### src/rtl/promedio_pkg.sv
// Shared constants and helpers for the windowed sample averager.
// Mode encodings, accumulator sizing and window-depth legality.
package promedio_pkg;

    localparam logic MODE_BLOCK = 1'b0;
    localparam logic MODE_SLIDE = 1'b1;

    localparam int LOG2_N_MAX = 8;

    function automatic int acc_width(input int w_in, input int log2_n);
        return w_in + log2_n;
    endfunction

    function automatic bit log2n_ok(input int log2_n);
        return (log2_n >= 0) && (log2_n <= LOG2_N_MAX);
    endfunction

endpackage

### src/rtl/promedio_ring.sv
// N x W ring buffer for the sliding window.
// Read is combinational from the slot the next write will overwrite.
module promedio_ring
    import promedio_pkg::*;
#(
    parameter int W      = 16,
    parameter int LOG2_N = 2,
    localparam int PW    = (LOG2_N == 0) ? 1 : LOG2_N
) (
    input  logic          clk,
    input  logic          wr_en,
    input  logic [PW-1:0] wr_ptr,
    input  logic [W-1:0]  wr_data,
    output logic [W-1:0]  rd_data
);

    generate
        if (LOG2_N == 0) begin : g_one
            logic [W-1:0] r_slot;
            logic         w_unused_ptr;

            assign w_unused_ptr = &wr_ptr;

            always_ff @(posedge clk) begin
                if (wr_en) begin
                    r_slot <= wr_data;
                end
            end

            assign rd_data = r_slot;
        end else begin : g_mem
            logic [W-1:0] r_mem [1 << LOG2_N];

            always_ff @(posedge clk) begin
                if (wr_en) begin
                    r_mem[wr_ptr] <= wr_data;
                end
            end

            assign rd_data = r_mem[wr_ptr];
        end
    endgenerate

endmodule

### src/rtl/promedio_ventana_param.sv
// Block / sliding averager over 2^LOG2_N accepted unsigned samples.
// Result is floor(sum / N), registered one cycle after the completing sample.
module promedio_ventana_param
    import promedio_pkg::*;
#(
    parameter int W_IN   = 16,
    parameter int W_OUT  = 16,
    parameter int LOG2_N = 2
) (
    input  logic             clk,
    input  logic             reset,
    input  logic             en,
    input  logic             mode,
    input  logic             in_valid,
    input  logic [W_IN-1:0]  in_data,
    output logic [W_OUT-1:0] out_data,
    output logic             out_valid,
    output logic             win_full
);

    localparam int N     = 1 << LOG2_N;
    localparam int W_ACC = acc_width(W_IN, LOG2_N);
    localparam int PW    = (LOG2_N == 0) ? 1 : LOG2_N;
    localparam int FW    = LOG2_N + 1;

    localparam logic [PW-1:0] LAST = PW'(N - 1);
    localparam logic [FW-1:0] FULL = FW'(N);

    generate
        if (!log2n_ok(LOG2_N)) begin : g_bad_log2n
            $error("promedio_ventana_param: LOG2_N must be 0..8");
        end
        if (W_OUT < W_IN) begin : g_bad_wout
            $error("promedio_ventana_param: W_OUT must be >= W_IN");
        end
    endgenerate

    logic [W_ACC-1:0] r_acc;
    logic [PW-1:0]    r_cnt;
    logic [PW-1:0]    r_ptr;
    logic [FW-1:0]    r_fill;
    logic             r_mode_q;
    logic [W_OUT-1:0] r_out_data;
    logic             r_out_valid;
    logic             r_win_full;

    logic             w_clear;
    logic             w_accept;
    logic             w_slide;
    logic             w_full;
    logic             w_blk_done;
    logic [W_IN-1:0]  w_rd;
    logic [W_ACC-1:0] w_old;
    logic [W_ACC-1:0] w_sum_blk;
    logic [W_ACC-1:0] w_sum_sld;
    logic [FW-1:0]    w_fill_nx;
    logic [PW-1:0]    w_ptr_nx;
    logic [W_IN-1:0]  w_avg;

    // A mode flip behaves exactly like en low for that cycle.
    assign w_clear    = !en || (mode != r_mode_q);
    assign w_accept   = in_valid && !w_clear;
    assign w_slide    = (r_mode_q == MODE_SLIDE);
    assign w_full     = (r_fill == FULL);
    assign w_blk_done = (r_cnt == LAST);

    assign w_old     = w_full ? W_ACC'(w_rd) : '0;
    assign w_sum_blk = r_acc + W_ACC'(in_data);
    assign w_sum_sld = w_sum_blk - w_old;
    assign w_fill_nx = w_full ? FULL : r_fill + 1'b1;
    assign w_ptr_nx  = (r_ptr == LAST) ? '0 : r_ptr + 1'b1;

    assign w_avg = w_slide ? w_sum_sld[W_ACC-1:LOG2_N]
                           : w_sum_blk[W_ACC-1:LOG2_N];

    promedio_ring #(
        .W      (W_IN),
        .LOG2_N (LOG2_N)
    ) u_ring (
        .clk     (clk),
        .wr_en   (w_accept && w_slide),
        .wr_ptr  (r_ptr),
        .wr_data (in_data),
        .rd_data (w_rd)
    );

    always_ff @(posedge clk) begin
        if (reset) begin
            r_acc       <= '0;
            r_cnt       <= '0;
            r_ptr       <= '0;
            r_fill      <= '0;
            r_mode_q    <= MODE_BLOCK;
            r_out_data  <= '0;
            r_out_valid <= 1'b0;
            r_win_full  <= 1'b0;
        end else begin
            r_mode_q    <= mode;
            r_out_valid <= 1'b0;
            if (w_clear) begin
                r_acc      <= '0;
                r_cnt      <= '0;
                r_ptr      <= '0;
                r_fill     <= '0;
                r_win_full <= 1'b0;
            end else if (w_accept) begin
                if (w_slide) begin
                    r_acc      <= w_sum_sld;
                    r_ptr      <= w_ptr_nx;
                    r_fill     <= w_fill_nx;
                    r_win_full <= (w_fill_nx == FULL);
                    if (w_fill_nx == FULL) begin
                        r_out_valid <= 1'b1;
                        r_out_data  <= W_OUT'(w_avg);
                    end
                end else if (w_blk_done) begin
                    r_acc       <= '0;
                    r_cnt       <= '0;
                    r_out_valid <= 1'b1;
                    r_out_data  <= W_OUT'(w_avg);
                end else begin
                    r_acc <= w_sum_blk;
                    r_cnt <= r_cnt + 1'b1;
                end
            end
        end
    end

    assign out_data  = r_out_data;
    assign out_valid = r_out_valid;
    assign win_full  = r_win_full;

endmodule

### config.mk
export PLATFORM = sky130hd
export DESIGN_NAME = promedio_ventana_param
export DESIGN_NICKNAME = d
export VERILOG_FILES = /design/src/rtl/promedio_pkg.sv /design/src/rtl/promedio_ring.sv /design/src/rtl/promedio_ventana_param.sv
export SDC_FILE = /design/constraint.sdc
export NUM_CORES = 1
export LEC_CHECK = 0
export ABC_AREA = 1
export CAP_MARGIN = 20
export CELL_PAD_IN_SITES_DETAIL_PLACEMENT = 0
export CELL_PAD_IN_SITES_GLOBAL_PLACEMENT = 2
export CORE_ASPECT_RATIO = 1.75
export CORE_MARGIN = 4
export CORE_UTILIZATION = 39
export DETAILED_ROUTE_END_ITERATION = 8
export PLACE_DENSITY = 0.94
export SLEW_MARGIN = 10
export SYNTH_ARGS = -nofsm -noshare
export SYNTH_HDL_FRONTEND = slang
export SYNTH_SLANG_ARGS = --single-unit
### constraint.sdc
create_clock -name clk -period 8.4 [get_ports clk]
set_input_delay 1.68 -clock clk [delete_from_list [all_inputs] [get_ports clk]]
set_output_delay 1.68 -clock clk [all_outputs]
set_load 0.005 [all_outputs]
==> results.sh, run 1 <==
export IMPL_io_buffers=38
export IMPL_nNetsFinal=874
export IMPL_fin_crit_sh_pct=59.6
export IMPL_wl_um=15900
export IMPL_cts_sinks=110
export IMPL_endpoint_kind="flip-flop"
export IMPL_fp_row_count=61
export IMPL_cts_resized=0
export IMPL_rsz0062_at_grt="no"
export IMPL_pwr_share_clk_pct=37.5
export IMPL_leakagePower_uw=0.00313
export IMPL_synth_distinct_cells=40
export IMPL_relSlewSlack_pct=37.6
export IMPL_place_gp_congestion=0.866
export IMPL_swShare_pct=27.6
export IMPL_critPathTopFamily="simple AND/OR/NAND/NOR gates"
export IMPL_hpwl_um=12400
export IMPL_die_area_um2=18300
export IMPL_synth_top_area_share_pct=30.6
export IMPL_synthTopCellsByCount="171 x nand2_1, 88 x inv_1, 86 x nor2_1, 64 x edfxtp_1, 64 x o21ai_0"
export IMPL_antenna_found_initial=0
export IMPL_seqCellArea_um2=2840
export IMPL_p_switching_uw=321
export IMPL_rrSetupSlack_ns=4.73
export IMPL_layoutNonFillerInstCount=1006
export IMPL_cts_root_buf="clkbuf_16"
export IMPL_syn_nets=842
export IMPL_critPathMaxFanout=6
export IMPL_fin_crit_ns=5.00
export IMPL_setup_tns_ns=0
export IMPL_fillers=1587
export IMPL_path_clk_slew_ns=0.09
export IMPL_grt_pass1_vias=5247
export IMPL_synth_area_um2=6280
export IMPL_critPathMaxStageDelay_ns=0.50
export IMPL_internal_power_uw=841
export IMPL_overflow=0
export IMPL_crit_arrival_ns=5.27
export IMPL_hold_viol=0
export IMPL_place_inst=990
export IMPL_wl_per_cell_um=15.8
export IMPL_grt_pass1_wl_um=25900
export IMPL_fmax_mhz=200
export IMPL_fp_dieH_um=176
export IMPL_first_pass_iters=5
export IMPL_netlist_top_cells_area="edfxtp_1 31%, dfxtp_1 15%, nand2_1 10%, ha_1 7.8%, inv_1 5.3%"
export IMPL_setup_viol=0
export IMPL_clock_path_buffers=2
export IMPL_synth_edff_count=64
export IMPL_startpoint_type="input port"
export IMPL_vias_per_cell=5.15
export IMPL_cts_max_level=3
export IMPL_cts_setup_buffers=0
export IMPL_netlist_instances=780
export IMPL_yosysMostFrequentCell="nand2_1"
export IMPL_crit_chain="clkdlybuf4s50_1 -> ha_1 -> fa_1 -> nand2_1 -> nand2_1 -> nand3_1 -> nand2_2 -> nand2_1 -> nand2_1 -> nand2_1 -> nand4_1 -> and2_1 -> ha_1 -> nand2_1 -> nor3_1 -> nand2_1 -> nand2_1 -> nand2_1 -> inv_1 -> nor2_1 -> o21ai_0 -> nand3_1 -> nand2_1 -> inv_1"
export IMPL_syn_to_final_growth_pct=13.6
export IMPL_cts_tree="yes"
export IMPL_numCtsBuffers=9
export IMPL_drv_cap=0
export IMPL_path_buf_inv=3
export IMPL_ys_flop_type="edfxtp_1"
export IMPL_worst_pin_slew_ns=0.935
export IMPL_multi_input_area_um2=2980
export IMPL_clock_latency_ns=0.36
export IMPL_ys_seq_area_share_pct=45.3
export IMPL_synth_top_area_cell="edfxtp_1"
export IMPL_drt_iter0_drc=195
export IMPL_drive_above_1_share_pct=5.14
export IMPL_vdd_drop_max_v=0.0000977
export IMPL_cpMaxStageDelayCell="clkdlybuf4s50_1"
export IMPL_yosys_warnings=0
export IMPL_status="finished, final reports clean"
export IMPL_seqPwrFrac_pct=49.5
export IMPL_ant_nets=0
export IMPL_path_common_cell="nand2_1"
export IMPL_core_area_um2=15900
export IMPL_grt_util_all_layers_pct=17.8
export IMPL_power_density_nw_per_um2=163
export IMPL_fp_dieW_um=104
export IMPL_crit_required_ns=8.66
export IMPL_power_frac_comb_pct=13.0
export IMPL_hold_path_class="flip-flop to flip-flop"
export IMPL_n_antenna_cell=0
export IMPL_skew_ns=0.0130
export IMPL_dr_total_vias=5182
export IMPL_initial_core_util_pct=39.6
export IMPL_async_reset_ff_share_pct=0
export IMPL_io_pins=39
export IMPL_slew_viol_final=0
export IMPL_drc=0
export IMPL_avgSynthCellArea_um2=8.05
export IMPL_grt_max_degree=34
export IMPL_synth_seq_cells=110
export IMPL_cts_hold_fix_buffers=0
export IMPL_crit_type="input port to flip-flop"
==> state kept, by name, indices dropped and copies added (netlist names), named ones only <==
name,count
r_ptr,2
out_valid,1
out_data,16
r_fill,3
r_mode_q,1
u_ring.g_mem.r_mem,64
r_acc,18
win_full,1
r_cnt,2
==> metrics by stage <==
stage / power (µW) / worst slack [ns] / hold WS, ns / util, % / cell area, µm²
floorplan: 693 / 4.09 / 0.444 / - / 6280
global placement: 738 / 3.12 / 0.454 / 43.0 / 6830
detailed placement: 739 / 3.00 / 0.467 / 43.0 / 6830
CTS: 1180 / 3.38 / 0.479 / 45.0 / 7140
global route: 1220 / 3.04 / 0.507 / 45.0 / 7140
finish: 1160 / 3.40 / 0.480 / 45.0 / 7140
==> tightest hold or removal path, stage by stage, from the launching register on <==
cell	delay, ns
dfxtp_1	0.32
nand2_1	0.06
a21oi_1	0.06
==> layout make-up <==
type,instances,share of cell area [%]
Multi-Input combinational cell,556,41.8
Sequential cell,110,39.8
Tap cell,189,3.31
Inverter,90,4.73
Clock inverter,7,1.14
Timing Repair Buffer,45,6.07
Clock buffer,9,3.16
==> cell families after synthesis <==
| kind of cell | Yosys count | share of synthesized area (%) |
|---|---|---|
| and+or+nand+nor | 349 | 23.8 |
| AOI/OAI and AO/OA | 152 | 13.1 |
| xor gates and xnor gates | 14 | 2.19 |
| DFF | 110 | 45.3 |
| adders and majority gates | 41 | 8.41 |
| buffers and inverters | 114 | 7.29 |
==> layer usage <==
layer | GRT usage [%] | vias to the layer above | routed length (µm)
li1 | - | 2669 | -
met1 | 20.6 | 2399 | 6810
met2 | 32.7 | 93 | 8230
met3 | 2.61 | 21 | 474
met4 | 7.43 | 0 | 391
met5 | 0 | - | 0
==> placed cells by master (no fill, tap or decap), types with 15 or more instances in the layout <==
| master | count |
|---|---|
| nand2_1 | 171 |
| edfxtp_1 | 64 |
| clkdlybuf4s50_1 | 38 |
| nand3_1 | 58 |
| dfxtp_1 | 46 |
| inv_1 | 88 |
| o22ai_1 | 15 |
| a21oi_1 | 51 |
| ha_1 | 39 |
| nor2_1 | 86 |
| o21ai_0 | 64 |
==> path summary, 6_finish.rpt <==
check,startpoint,end,cells after the start
setup reg to reg,flip-flop,out_data[10],16
setup / recovery,in_data[0],out_data[13],24
hold reg to reg,win_full,win_full,2
hold / removal,win_full,win_full,2
==> power by group through the flow <==
| stage | clock, µW | sequential (µW) | combinational [µW] |
|---|---|---|---|
| finish | 436 | 575 | 151 |
| global route | 476 | 576 | 171 |
| CTS | 450 | 575 | 152 |
| detailed placement | 0 | 588 | 151 |
| global placement | 0 | 588 | 150 |
| floorplan | 0 | 586 | 107 |
Power figures use the tool's default switching activity.
==> inputs of run 2 (changes only) <==
--- a/config.mk
+++ b/config.mk
@@ -11,9 +11,9 @@
 export CELL_PAD_IN_SITES_GLOBAL_PLACEMENT = 2
 export CORE_ASPECT_RATIO = 1.75
 export CORE_MARGIN = 4
-export CORE_UTILIZATION = 39
+export CORE_UTILIZATION = 33
 export DETAILED_ROUTE_END_ITERATION = 8
-export PLACE_DENSITY = 0.94
+export PLACE_DENSITY = 0.85
 export SLEW_MARGIN = 10
 export SYNTH_ARGS = -nofsm -noshare
 export SYNTH_HDL_FRONTEND = slang
==> constraint.sdc (replaced) <==
create_clock -name clk -period 4.1 [get_ports clk]
set_input_delay 0.82 -clock clk [delete_from_list [all_inputs] [get_ports clk]]
set_output_delay 0.82 -clock clk [all_outputs]
set_load 0.005 [all_outputs]
==> results.sh, run 2 (synthesis gave the netlist of run 1 again) <==
export IMPL_r2r_start="r_acc[0]"
export IMPL_internal_power_uw=1860
export IMPL_critPathMaxFanout=4
export IMPL_fp_row_count=66
export IMPL_skew_ns=0.00766
export IMPL_path_clk_slew_ns=0.07
export IMPL_fin_crit_sh_pct=94.0
export IMPL_fp_dieH_um=191
export IMPL_hold_viol=0
export IMPL_vias_per_cell=4.81
export IMPL_drt_iter0_drc=224
export IMPL_cts_setup_buffers=0
export IMPL_dr_total_vias=5572
export IMPL_drive_above_1_share_pct=16.5
export IMPL_reg2regPathDepth=20
export IMPL_largest_register_ffs=64
export IMPL_hpwl_um=14600
export IMPL_seqPwrFrac_pct=47.3
export IMPL_clock_path_buffers=2
export IMPL_crit_type="input port to flip-flop"
export IMPL_setup_tns_ns=0
export IMPL_fin_crit_ns=3.86
export IMPL_ant_nets=0
export IMPL_first_pass_iters=4
export IMPL_io_pins=39
export IMPL_pwr_share_clk_pct=35.6
export IMPL_die_area_um2=21400
export IMPL_hold_ws_ns=0.471
export IMPL_vdd_drop_max_v=0.000183
export IMPL_wl_um=19000
export IMPL_r2r_end="r_acc[17]"
export IMPL_grt_util_all_layers_pct=18.0
export IMPL_io_buffers=38
export IMPL_regMostFlops="u_ring.g_mem.r_mem"
export IMPL_power_density_nw_per_um2=311
export IMPL_drv_cap=0
export IMPL_leakagePower_uw=0.00363
export IMPL_n_antenna_cell=0
export IMPL_cts_root_buf="clkbuf_16"
export IMPL_startpoint_type="input port"
export IMPL_cp_startpoint="in_data[0]"
export IMPL_power_frac_comb_pct=17.1
export IMPL_setup_worst_path_end="r_acc[17]"
export IMPL_final_common_cell="nand2_1"
export IMPL_p_total_uw=2490
export IMPL_fp_dieW_um=112
export IMPL_worst_pin_slew_ns=0.975
export IMPL_cts_max_level=3
export IMPL_wl_per_cell_um=16.4
export IMPL_pre_cts_slack_ns=-0.281
export IMPL_nNetsFinal=979
export IMPL_drc=0
export IMPL_clock_latency_ns=0.36
export IMPL_swShare_pct=25.5
export IMPL_hold_path_class="flip-flop to flip-flop"
export IMPL_fmax_mhz=259
export IMPL_status="finished, final reports clean"
export IMPL_fillers=1987
export IMPL_slew_viol_final=0
export IMPL_setup_viol=0
export IMPL_syn_to_final_growth_pct=27.7
export IMPL_overflow=0
export IMPL_relSlewSlack_pct=35.0
export IMPL_rrSetupSlack_ns=0.87
export IMPL_numCtsBuffers=9
export IMPL_cts_sinks=110
export IMPL_grt_max_degree=33
export IMPL_p_switching_uw=637
export IMPL_core_area_um2=18700
export IMPL_place_gp_congestion=0.937
export IMPL_endpoint_kind="flip-flop"
export IMPL_cts_tree="yes"
export IMPL_grt_pass1_wl_um=29800
export IMPL_final_cell_mix="171 x nand2_1, 111 x buf_4, 88 x inv_1"
export IMPL_initial_core_util_pct=33.7
export IMPL_postLayoutSetupSlackWorst_ns=0.244
export IMPL_grt_pass1_vias=5684
export IMPL_crit_required_ns=4.39
export IMPL_antenna_found_initial=0
export IMPL_crit_arrival_ns=4.15
[run 2: repair_timing]
action                                  4_1_cts  5_1_grt
endpoints found under the setup margin        0       14
hold buffers                                  0        0
gates resized for setup                       0        6
[run 2: worst min-delay path by stage]
stage,depth (start not counted),end,startpoint
floorplan,2,r_cnt[1],r_cnt[1]
global placement,2,r_cnt[1],r_cnt[1]
detailed placement,2,win_full,win_full
CTS,2,r_cnt[1],r_cnt[1]
global route,2,r_acc[2],r_acc[2]
finish,2,win_full,win_full
[run 2: cell type report]
cell class	count	area [µm²]	share of cell area, %
clock inverters	4	52.6	0.655
inverters	90	338	4.21
repair buffers	150	1230	15.4
well taps	238	298	3.71
flip-flops and latches	110	2840	35.4
multi-input cells	556	3020	37.6
clock buffers	11	243	3.03
[run 2: per-layer routing]
metal,track usage [%],routed length (µm),up-vias
met5,0,0,-
met1,19.1,7470,2601
li1,-,-,2875
met3,1.87,346,28
met4,7.50,504,0
met2,35.5,10700,68
[run 2: metrics by stage]
step	utilization, %	instances	cell area [µm²]
2_1_floorplan	-	780	6280
3_3_place_gp	41.2	1144	7690
3_5_place_dp	41.2	1144	7690
4_1_cts	42.8	1159	7990
5_1_grt	43.0	1159	8020
6_report	43.0	1159	8020
[run 2: power groups by stage]
stage / clock [µW] / combinational [µW] / sequential, µW
6_report: 887 / 427 / 1180
5_1_grt: 949 / 475 / 1180
4_1_cts: 915 / 426 / 1180
3_5_place_dp: 0 / 424 / 1200
3_3_place_gp: 0 / 424 / 1200
2_1_floorplan: 0 / 220 / 1200
[run 2: worst max-delay path, cell delays in order]
cell             delay [ns]
clkdlybuf4s50_1        0.45
ha_2                   0.22
fa_2                   0.35
nand2_1                0.08
nand2_1                0.07
and2_1                 0.17
a31oi_2                0.20
xnor2_1                0.20
ha_1                   0.33
nand2_1                0.13
inv_1                  0.05
a21oi_1                0.13
nand2_1                0.15
nand2_1                0.09
nand2_1                0.09
nand2_1                0.09
buf_4                  0.10
nand4_1                0.07
nand2_1                0.07
nand3_1                0.11
a21oi_1                0.18
==> inputs of run 3 (changes only) <==
--- a/config.mk
+++ b/config.mk
@@ -11,9 +11,10 @@
 export CELL_PAD_IN_SITES_GLOBAL_PLACEMENT = 2
 export CORE_ASPECT_RATIO = 1.75
 export CORE_MARGIN = 4
-export CORE_UTILIZATION = 33
+export CORE_UTILIZATION = 35
 export DETAILED_ROUTE_END_ITERATION = 8
-export PLACE_DENSITY = 0.85
+export DONT_BUFFER_PORTS = 1
+export PLACE_DENSITY = 0.84
 export SLEW_MARGIN = 10
 export SYNTH_ARGS = -nofsm -noshare
 export SYNTH_HDL_FRONTEND = slang
==> results.sh, run 3 (synthesis gave the netlist of run 1 again) <==
export IMPL_status="finished, final reports clean"
export IMPL_critPathMaxFanout=6
export IMPL_crit_type="input port to flip-flop"
export IMPL_fp_dieW_um=109
export IMPL_cts_sinks=110
export IMPL_leakagePower_uw=0.00304
export IMPL_clock_latency_ns=0.35
export IMPL_final_common_cell="nand2_1"
export IMPL_drive_above_1_share_pct=6.11
export IMPL_r2r_start="r_acc[0]"
export IMPL_io_pins=39
export IMPL_io_buffers=0
export IMPL_fp_dieH_um=185
export IMPL_setup_tns_ns=0
export IMPL_startpoint_type="input port"
export IMPL_rrSetupSlack_ns=0.79
export IMPL_crit_required_ns=4.36
export IMPL_final_area_um2=6890
export IMPL_power_density_nw_per_um2=353
export IMPL_hold_path_cell_count=2
export IMPL_fin_crit_sh_pct=84.3
export IMPL_cp_startpoint="in_data[0]"
export IMPL_final_cell_mix="171 x nand2_1, 88 x inv_1, 86 x nor2_1"
export IMPL_overflow=0
export IMPL_hpwl_um=13100
export IMPL_syn_to_final_growth_pct=9.68
export IMPL_vdd_drop_max_v=0.000187
export IMPL_fmax_mhz=289
export IMPL_fp_row_count=64
export IMPL_skew_ns=0.00543
export IMPL_cts_tree="yes"
export IMPL_wl_um=16600
export IMPL_drc=0
export IMPL_rsz0062_at_grt="no"
export IMPL_grt_pass1_vias=5065
export IMPL_path_clk_slew_ns=0.07
export IMPL_critPathMaxStageDelay_ns=0.42
export IMPL_grt_util_all_layers_pct=17.3
export IMPL_cts_root_buf="clkbuf_16"
export IMPL_drt_iter0_drc=245
export IMPL_largest_register_ffs=64
export IMPL_dr_total_vias=5099
export IMPL_clock_path_buffers=2
export IMPL_first_pass_iters=4
export IMPL_core_area_um2=17500
export IMPL_grt_pass1_wl_um=26700
export IMPL_path_common_cell="nand2_1"
export IMPL_setup_viol=0
export IMPL_wl_per_cell_um=16.3
export IMPL_relSlewSlack_pct=57.0
export IMPL_endpoint_kind="flip-flop"
export IMPL_initial_core_util_pct=35.8
export IMPL_numCtsBuffers=9
export IMPL_grt_max_degree=32
export IMPL_n_antenna_cell=0
export IMPL_nNetsFinal=843
export IMPL_place_area_um2=6560
export IMPL_cts_setup_buffers=0
export IMPL_slew_viol_final=0
export IMPL_r2r_end="out_data[13]"
export IMPL_place_gp_congestion=0.895
export IMPL_hold_viol=0
export IMPL_hold_ws_ns=0.473
export IMPL_reg2regPathDepth=23
export IMPL_antenna_found_initial=0
export IMPL_die_area_um2=20200
export IMPL_vias_per_cell=5.01
export IMPL_hold_path_class="flip-flop to flip-flop"
export IMPL_crit_chain="ha_1 -> fa_1 -> nand2_1 -> nand2_1 -> nand3_1 -> nand2_2 -> nand2_1 -> nand2_1 -> nand2_1 -> nand4_1 -> and2_1 -> ha_1 -> nand2_1 -> nor3_1 -> nand2_1 -> nand2_1 -> nand2_1 -> inv_1 -> nor2_1 -> o21ai_0 -> nand3_1 -> nand2_1 -> inv_1"
export IMPL_setup_worst_path_end="out_data[13]"
export IMPL_cts_max_level=3
export IMPL_worst_pin_slew_ns=0.645
export IMPL_cts_hold_fix_buffers=0
export IMPL_ant_nets=0
export IMPL_cpMaxStageDelayCell="fa_1"
export IMPL_drv_cap=0
export IMPL_fin_crit_ns=3.46
export IMPL_crit_arrival_ns=3.72
export IMPL_cts_resized=0
export IMPL_regMostFlops="u_ring.g_mem.r_mem"
[run 3: metal layers]
metal | vias up | track usage [%] | share of wire [%]
li1 | 2611 | - | -
met1 | 2359 | 20.2 | 41
met2 | 105 | 31.0 | 52
met3 | 24 | 3.28 | 4.6
met4 | 0 | 6.74 | 2.9
met5 | - | 0 | 0
[run 3: worst min path at each step]
stage          startpoint         to  slack (ns)
2_1_floorplan    r_cnt[1]   r_cnt[1]        0.44
3_3_place_gp     r_cnt[1]   r_cnt[1]        0.45
3_5_place_dp     r_acc[0]   r_acc[0]        0.47
4_1_cts          r_acc[0]   r_acc[0]        0.48
5_1_grt         r_fill[1]  r_fill[1]        0.50
6_report         r_acc[0]   r_acc[0]        0.47
[run 3: worst max-delay path, delay by kind of cell]
family | cells | cell delay, ns
AOI/OAI and AO/OA | 1 | 0.12
buffers and inverters | 2 | 0.11
and+or+nand+nor | 17 | 1.64
adders and majority gates | 3 | 1.02
[run 3: where the power goes]
group	total (µW)	leakage [µW]	switching [µW]	internal, µW
clock network	971	0.000163	399	573
registers	1180	0.000947	4.15	1170
logic	286	0.00193	189	96.5
total	2430	0.00304	592	1840
[run 3: per-stage QoR]
stage	power [µW]	instances	utilization [%]	setup slack, ns
6_report	2430	1017	39.3	0.642
4_1_cts	2470	1017	39.3	0.623
3_3_place_gp	1490	1001	37.4	0.281
3_5_place_dp	1490	1001	37.4	0.227
2_1_floorplan	1420	780	-	0.647
5_1_grt	2540	1017	39.3	0.267
[run 3: final cells by class]
class / count / area [µm²]
timing repair buffer: 14 / 105
clock inverter: 4 / 77.6
clock buffer: 12 / 256
multi-input combinational: 556 / 2980
tap: 231 / 289
inverter: 90 / 338
fill: 1786 / 10600
sequential: 110 / 2840
